`config.mk`:
```
export PLATFORM = sky130hd
export DESIGN_NAME = vga_fb_arbiter
export DESIGN_NICKNAME = d
export VERILOG_FILES = /design/src/rtl/vga_pkg.sv /design/src/rtl/vga_pixel_shifter.sv /design/src/rtl/vga_fb_arbiter.sv
export SDC_FILE = /design/constraint.sdc
export NUM_CORES = 1
export LEC_CHECK = 0
export BUFFER_PORTS_ARGS = -buffer_cell sky130_fd_sc_hd__buf_4
export CAP_MARGIN = 20
export CORE_MARGIN = 3
export CORE_UTILIZATION = 51
export CTS_CLUSTER_DIAMETER = 120
export DETAILED_ROUTE_END_ITERATION = 16
export GPL_ROUTABILITY_DRIVEN = 0
export PLACE_DENSITY = 0.81
export SLEW_MARGIN = 10
export SYNTH_ARGS = -nofsm -noshare
export SYNTH_HDL_FRONTEND = slang
export SYNTH_SLANG_ARGS = --single-unit
```
`constraint.sdc`:
```
create_clock -name pxclk_i -period 4.15 [get_ports pxclk_i]
set_input_delay 0.2075 -clock pxclk_i [delete_from_list [all_inputs] [get_ports pxclk_i]]
set_output_delay 0.2075 -clock pxclk_i [all_outputs]
set_load 0.1 [all_outputs]
```
`src/rtl/vga_pkg.sv`:
```
// Shared constants and command-state encoding for the VGA framebuffer arbiter.
// Display geometry defaults, pixel packing and the fixed pixel pipeline latency.
package vga_pkg;

    localparam int H_ACTIVE       = 480;
    localparam int V_ACTIVE       = 272;
    localparam int PIX_W          = 4;
    localparam int PIX_PER_WORD   = 4;
    localparam int WORD_W         = PIX_W * PIX_PER_WORD;
    localparam int WORDS_PER_LINE = H_ACTIVE / PIX_PER_WORD;

    // Column of a pixel to its appearance on pixel_o, in clock cycles.
    localparam int PIXEL_LATENCY  = 3;

    typedef enum logic [1:0] {
        CMD_IDLE    = 2'd0,
        CMD_DISP_RD = 2'd1,
        CMD_WRITE   = 2'd2
    } cmd_state_t;

    // Words per line for an arbitrary active width (parameter overrides).
    function automatic int words_per_line(input int hactive);
        return hactive / PIX_PER_WORD;
    endfunction

endpackage

```
`src/rtl/vga_pixel_shifter.sv`:
```
// Turns one 16-bit framebuffer word into four consecutive 4-bit pixels, with a
// per-lane valid flag so pixel_o is forced to zero outside display-sourced pixels.
module vga_pixel_shifter
    import vga_pkg::*;
(
    input  logic              clk,
    input  logic              srst,
    input  logic              disp_rd,
    input  logic [WORD_W-1:0] rdata,
    output logic [PIX_W-1:0]  pixel,
    output logic              pixel_valid
);

    // Cycles between the read command on the RAM port and the word being loaded.
    localparam int LOAD_DELAY = PIXEL_LATENCY - 2;

    logic             load_pipe_reg  [LOAD_DELAY];
    logic [PIX_W-1:0] lane_reg       [PIX_PER_WORD];
    logic             lane_valid_reg [PIX_PER_WORD];
    logic             load_now;

    genvar gi;

    generate
        for (gi = 0; gi < LOAD_DELAY; gi++) begin : g_load_pipe
            if (gi == 0) begin : g_first
                always_ff @(posedge clk) begin
                    if (srst) begin
                        load_pipe_reg[gi] <= 1'b0;
                    end else begin
                        load_pipe_reg[gi] <= disp_rd;
                    end
                end
            end else begin : g_rest
                always_ff @(posedge clk) begin
                    if (srst) begin
                        load_pipe_reg[gi] <= 1'b0;
                    end else begin
                        load_pipe_reg[gi] <= load_pipe_reg[gi-1];
                    end
                end
            end
        end
    endgenerate

    assign load_now = load_pipe_reg[LOAD_DELAY-1];

    // Lane 0 drives the DAC; each lane takes its neighbour's pixel on a shift,
    // and a fresh load always overrides whatever is still being shifted out.
    generate
        for (gi = 0; gi < PIX_PER_WORD; gi++) begin : g_lane
            if (gi == PIX_PER_WORD - 1) begin : g_top
                always_ff @(posedge clk) begin
                    if (srst) begin
                        lane_reg[gi]       <= '0;
                        lane_valid_reg[gi] <= 1'b0;
                    end else if (load_now) begin
                        lane_reg[gi]       <= rdata[gi*PIX_W +: PIX_W];
                        lane_valid_reg[gi] <= 1'b1;
                    end else begin
                        lane_reg[gi]       <= '0;
                        lane_valid_reg[gi] <= 1'b0;
                    end
                end
            end else begin : g_mid
                always_ff @(posedge clk) begin
                    if (srst) begin
                        lane_reg[gi]       <= '0;
                        lane_valid_reg[gi] <= 1'b0;
                    end else if (load_now) begin
                        lane_reg[gi]       <= rdata[gi*PIX_W +: PIX_W];
                        lane_valid_reg[gi] <= 1'b1;
                    end else begin
                        lane_reg[gi]       <= lane_reg[gi+1];
                        lane_valid_reg[gi] <= lane_valid_reg[gi+1];
                    end
                end
            end
        end
    endgenerate

    assign pixel_valid = lane_valid_reg[0];
    assign pixel       = lane_valid_reg[0] ? lane_reg[0] : '0;

endmodule

```
`src/rtl/vga_fb_arbiter.sv`:
```
// Single-port framebuffer arbiter: display reads own every 4th active column,
// writer requests fill the remaining cycles, read words are serialised to pixels.
module vga_fb_arbiter
    import vga_pkg::*;
#(
    parameter int HACTIVE = H_ACTIVE,
    parameter int VACTIVE = V_ACTIVE,
    parameter int AW      = 15
) (
    input  logic              pxclk_i,
    input  logic              rst_i,
    input  logic              hactive_i,
    input  logic              vactive_i,
    input  logic [11:0]       col_i,
    input  logic [11:0]       row_i,
    input  logic              wr_req_i,
    input  logic [AW-1:0]     wr_addr_i,
    input  logic [WORD_W-1:0] wr_data_i,
    output logic              wr_ack_o,
    output logic [AW-1:0]     ram_addr_o,
    output logic              ram_we_o,
    output logic [WORD_W-1:0] ram_wdata_o,
    input  logic [WORD_W-1:0] ram_rdata_i,
    output logic [PIX_W-1:0]  pixel_o,
    output logic              pixel_valid_o
);

    localparam logic [11:0]   HACT_LIM = 12'(HACTIVE);
    localparam logic [11:0]   VACT_LIM = 12'(VACTIVE);
    localparam logic [AW-1:0] WPL      = AW'(words_per_line(HACTIVE));

    cmd_state_t        state_reg;
    logic [AW-1:0]     ram_addr_reg;
    logic              ram_we_reg;
    logic [WORD_W-1:0] ram_wdata_reg;
    logic              wr_ack_reg;

    logic              disp_slot;
    logic              wr_grant;
    logic              disp_rd;
    logic [AW-1:0]     rd_addr;

    // Range checks matter: the timing generator may leave its active flags
    // high past the visible area, and those columns must not touch the RAM.
    assign disp_slot = hactive_i & vactive_i & (col_i[1:0] == 2'b00)
                     & (col_i < HACT_LIM) & (row_i < VACT_LIM);

    assign rd_addr   = AW'(row_i) * WPL + AW'(col_i[11:2]);

    // A cycle showing an ack cannot accept, which paces writes to one per two cycles.
    assign wr_grant  = ~disp_slot & wr_req_i & ~wr_ack_reg;

    always_ff @(posedge pxclk_i) begin
        if (rst_i) begin
            state_reg     <= CMD_IDLE;
            ram_addr_reg  <= '0;
            ram_we_reg    <= 1'b0;
            ram_wdata_reg <= '0;
            wr_ack_reg    <= 1'b0;
        end else if (disp_slot) begin
            state_reg     <= CMD_DISP_RD;
            ram_addr_reg  <= rd_addr;
            ram_we_reg    <= 1'b0;
            wr_ack_reg    <= 1'b0;
        end else if (wr_grant) begin
            state_reg     <= CMD_WRITE;
            ram_addr_reg  <= wr_addr_i;
            ram_we_reg    <= 1'b1;
            ram_wdata_reg <= wr_data_i;
            wr_ack_reg    <= 1'b1;
        end else begin
            state_reg     <= CMD_IDLE;
            ram_we_reg    <= 1'b0;
            wr_ack_reg    <= 1'b0;
        end
    end

    assign disp_rd     = (state_reg == CMD_DISP_RD);

    assign ram_addr_o  = ram_addr_reg;
    assign ram_we_o    = ram_we_reg;
    assign ram_wdata_o = ram_wdata_reg;
    assign wr_ack_o    = wr_ack_reg;

    vga_pixel_shifter u_shifter (
        .clk         (pxclk_i),
        .srst        (rst_i),
        .disp_rd     (disp_rd),
        .rdata       (ram_rdata_i),
        .pixel       (pixel_o),
        .pixel_valid (pixel_valid_o)
    );

endmodule

```
==> flow_summary.json <==
{
  "post-cts-setup-buffers": 0,
  "cp_max_fo": 4,
  "io_buffers": 113,
  "ys_warn_count": 0,
  "fmax_ghz": 0.281,
  "area_delta_synth_final_pct": 30.9,
  "cts.hold.buffers_added": 0,
  "setup_viol": 0,
  "die_y_um": 88.2,
  "peakVddDrop_mv": 0.222,
  "finalHoldViolCount": 0,
  "first_iter_violations": 113,
  "ys_seq_area_share_pct": 37.2,
  "clockRootBuffer": "clkbuf_8",
  "max_stage_delay_ns": 0.51,
  "synth_area_per_cell_sq_um": 9.62,
  "clk_path_buf_depth": 2,
  "crit_chain": "buf_4 -> inv_1 -> fa_1 -> fa_1 -> inv_1 -> ha_1 -> a21o_2 -> a21oi_1 -> xnor2_1 -> ha_1 -> a21o_1 -> nor3_1 -> o21a_1 -> nor2_1 -> nand3_1 -> xnor2_1 -> a211oi_1",
  "leakage_nw": 2.11,
  "drive_above_1_share_pct": 27.5,
  "fin_skew_ns": 0.00548,
  "critPathLaunchType": "primary input",
  "hpwl_um": 6410,
  "worstMarginPinSlew_ns": 1.03,
  "drc": 0,
  "hold_class": "primary input to flop",
  "fin_tns_setup_ns": 0,
  "layout_commonest_cell": "buf_4",
  "power.density_nw_per_um2": 415,
  "drv_cap": 0,
  "grt_max_degree": 51,
  "wl_per_cell_um": 14.2,
  "cp_slowest_cell": "fa_1",
  "cts_resized": 0,
  "period_needed_ns": 3.56,
  "clk_pin_slew_worst_paths_ns": 0.10,
  "critical_path_class": "primary input to flop",
  "n_antenna_cell": 0,
  "cts_tree": "built",
  "power_mw": 1.87,
  "htreeDepth": 2,
  "ys_ff_latch": 54,
  "synth_cells": 358,
  "die_area_sq_um": 7770,
  "antenna_found_initial": 0,
  "yosysTopAreaCellShare_pct": 19.8,
  "core_sq_um": 6460,
  "path_delay_family": "adder cells",
  "outcome": "complete, no violations",
  "worstPathArrival_ns": 3.77,
  "grt.total_usage_pct": 20.7,
  "via_count": 2878,
  "crit_buf_inv": 3,
  "yosysTopAreaCell": "dfxtp_1",
  "synthesis.area_sq_um": 3440,
  "clock-sinks": 54,
  "synth_area_leaders": "dfxtp_1, edfxtp_1, fa_1, ha_1, mux2i_1",
  "first_pass_iters": 4,
  "reg2reg_slack_ns": 2.04,
  "ioPinCount": 114,
  "fp.dieW_um": 88.2,
  "grt_pass1_wl_um": 12700,
  "rows": 29,
  "cts_buffers": 5,
  "rsz0062_at_grt": "false",
  "period_share_pct": 85.8,
  "synth.distinct_cells": 46,
  "drt_wl_total_um": 7940,
  "worstPathRequired_ns": 4.36,
  "grt_pass1_vias": 2854,
  "max_slew_margin_pct": 31.0,
  "final_cell_mix": "buf_4, nor2_1, nand2_1",
  "final_nets": 598,
  "start_util_pct": 53.3,
  "overflow": 0,
  "report.final.slew_viol_count": 0,
  "worstSetupEndpointType": "flop",
  "clk-insertion-delay-late_ns": 0.30,
  "antenna_left": 0,
  "vias_per_cell": 5.14
}
[synth_stat cells, drive strengths merged]
master / count
nand2: 38
nor2: 37
dfxtp: 34
a21oi: 30
inv: 26
ha: 22
mux2i: 21
edfxtp: 20
fa: 18
a211oi: 16
xnor2: 13
and2: 10
buf: 8
clkbuf: 8
xor2: 7
a21o: 6
nor2b: 6
o21ai: 5
nand3: 4
nor3: 4
and3: 3
mux2: 2
nand2b: 2
nand4: 2
o21bai: 2
a2111oi: 1
a221oi: 1
a311oi: 1
a31o: 1
a31oi: 1
and4: 1
conb: 1
nor3b: 1
nor4: 1
o211ai: 1
o21a: 1
o31ai: 1
or2: 1
or4: 1
[metal layers]
metal	up-vias	routed length, um	share of wire, %	track usage, %
met5	-	0	0	0
met3	10	456	5.7	2.63
li1	1446	-	-	-
met1	1322	3300	42	24.4
met4	0	116	1.5	6.32
met2	100	4070	51	38.7
[worst reg2reg max path, cell delays in order (launching register included)]
cell and delay [ns]:
dfxtp_1 0.36, nor2b_2 0.81, and2_1 0.59, nand2_1 0.14, a21oi_1 0.14
[through the flow]
stage | instances | utilization [%] | cell area (sq um) | hold WS (ns) | setup slack, ns
after floorplan | 377 | - | 3510 | 0.343 | 0.712
after global placement | 552 | 68.1 | 4400 | 0.443 | 0.458
after detailed placement | 552 | 68.1 | 4400 | 0.447 | 0.280
after CTS | 560 | 69.8 | 4510 | 0.144 | 0.590
after global routing | 560 | 69.8 | 4510 | 0.144 | 0.337
final | 560 | 69.8 | 4510 | 0.152 | 0.588
[cell families after synthesis]
family / after synthesis / synth area share, %
AOI/OAI and AO/OA: 67 / 12.5
muxes: 23 / 6.76
DFF: 54 / 37.2
other: 1 / 0.109
buffers and inverters: 42 / 4.91
xor gates and xnor gates: 20 / 5.09
and+or+nand+nor: 111 / 14.9
adders and majority gates: 40 / 18.5
[report_power, final]
| group | switching (mW) | internal [mW] | total, mW |
|---|---|---|---|
| clock network | 0.165 | 0.181 | 0.346 |
| registers | 0.0136 | 0.577 | 0.591 |
| logic | 0.562 | 0.371 | 0.934 |
| total | 0.742 | 1.13 | 1.87 |
[final timing paths]
path	startpoint	to	depth (start not counted)
max	row_i[3]	ram_addr_o[12]	17
min	wr_data_i[10]	ram_wdata_o[10]	3
max reg2reg	state_reg[1]	ram_wdata_o[5]	4
min reg2reg	ram_wdata_o[8]	ram_wdata_o[8]	2
[cell type report]
class,count,area [sq um]
Clock buffer,6,72.6
Sequential cell,54,1280
Tap cell,77,96.3
Timing Repair Buffer,114,856
Multi-Input combinational cell,281,2070
Inverter,26,97.6
Fill cell,536,1950
Clock inverter,2,36.3
No activity file was read; power rests on OpenSTA's default activity.
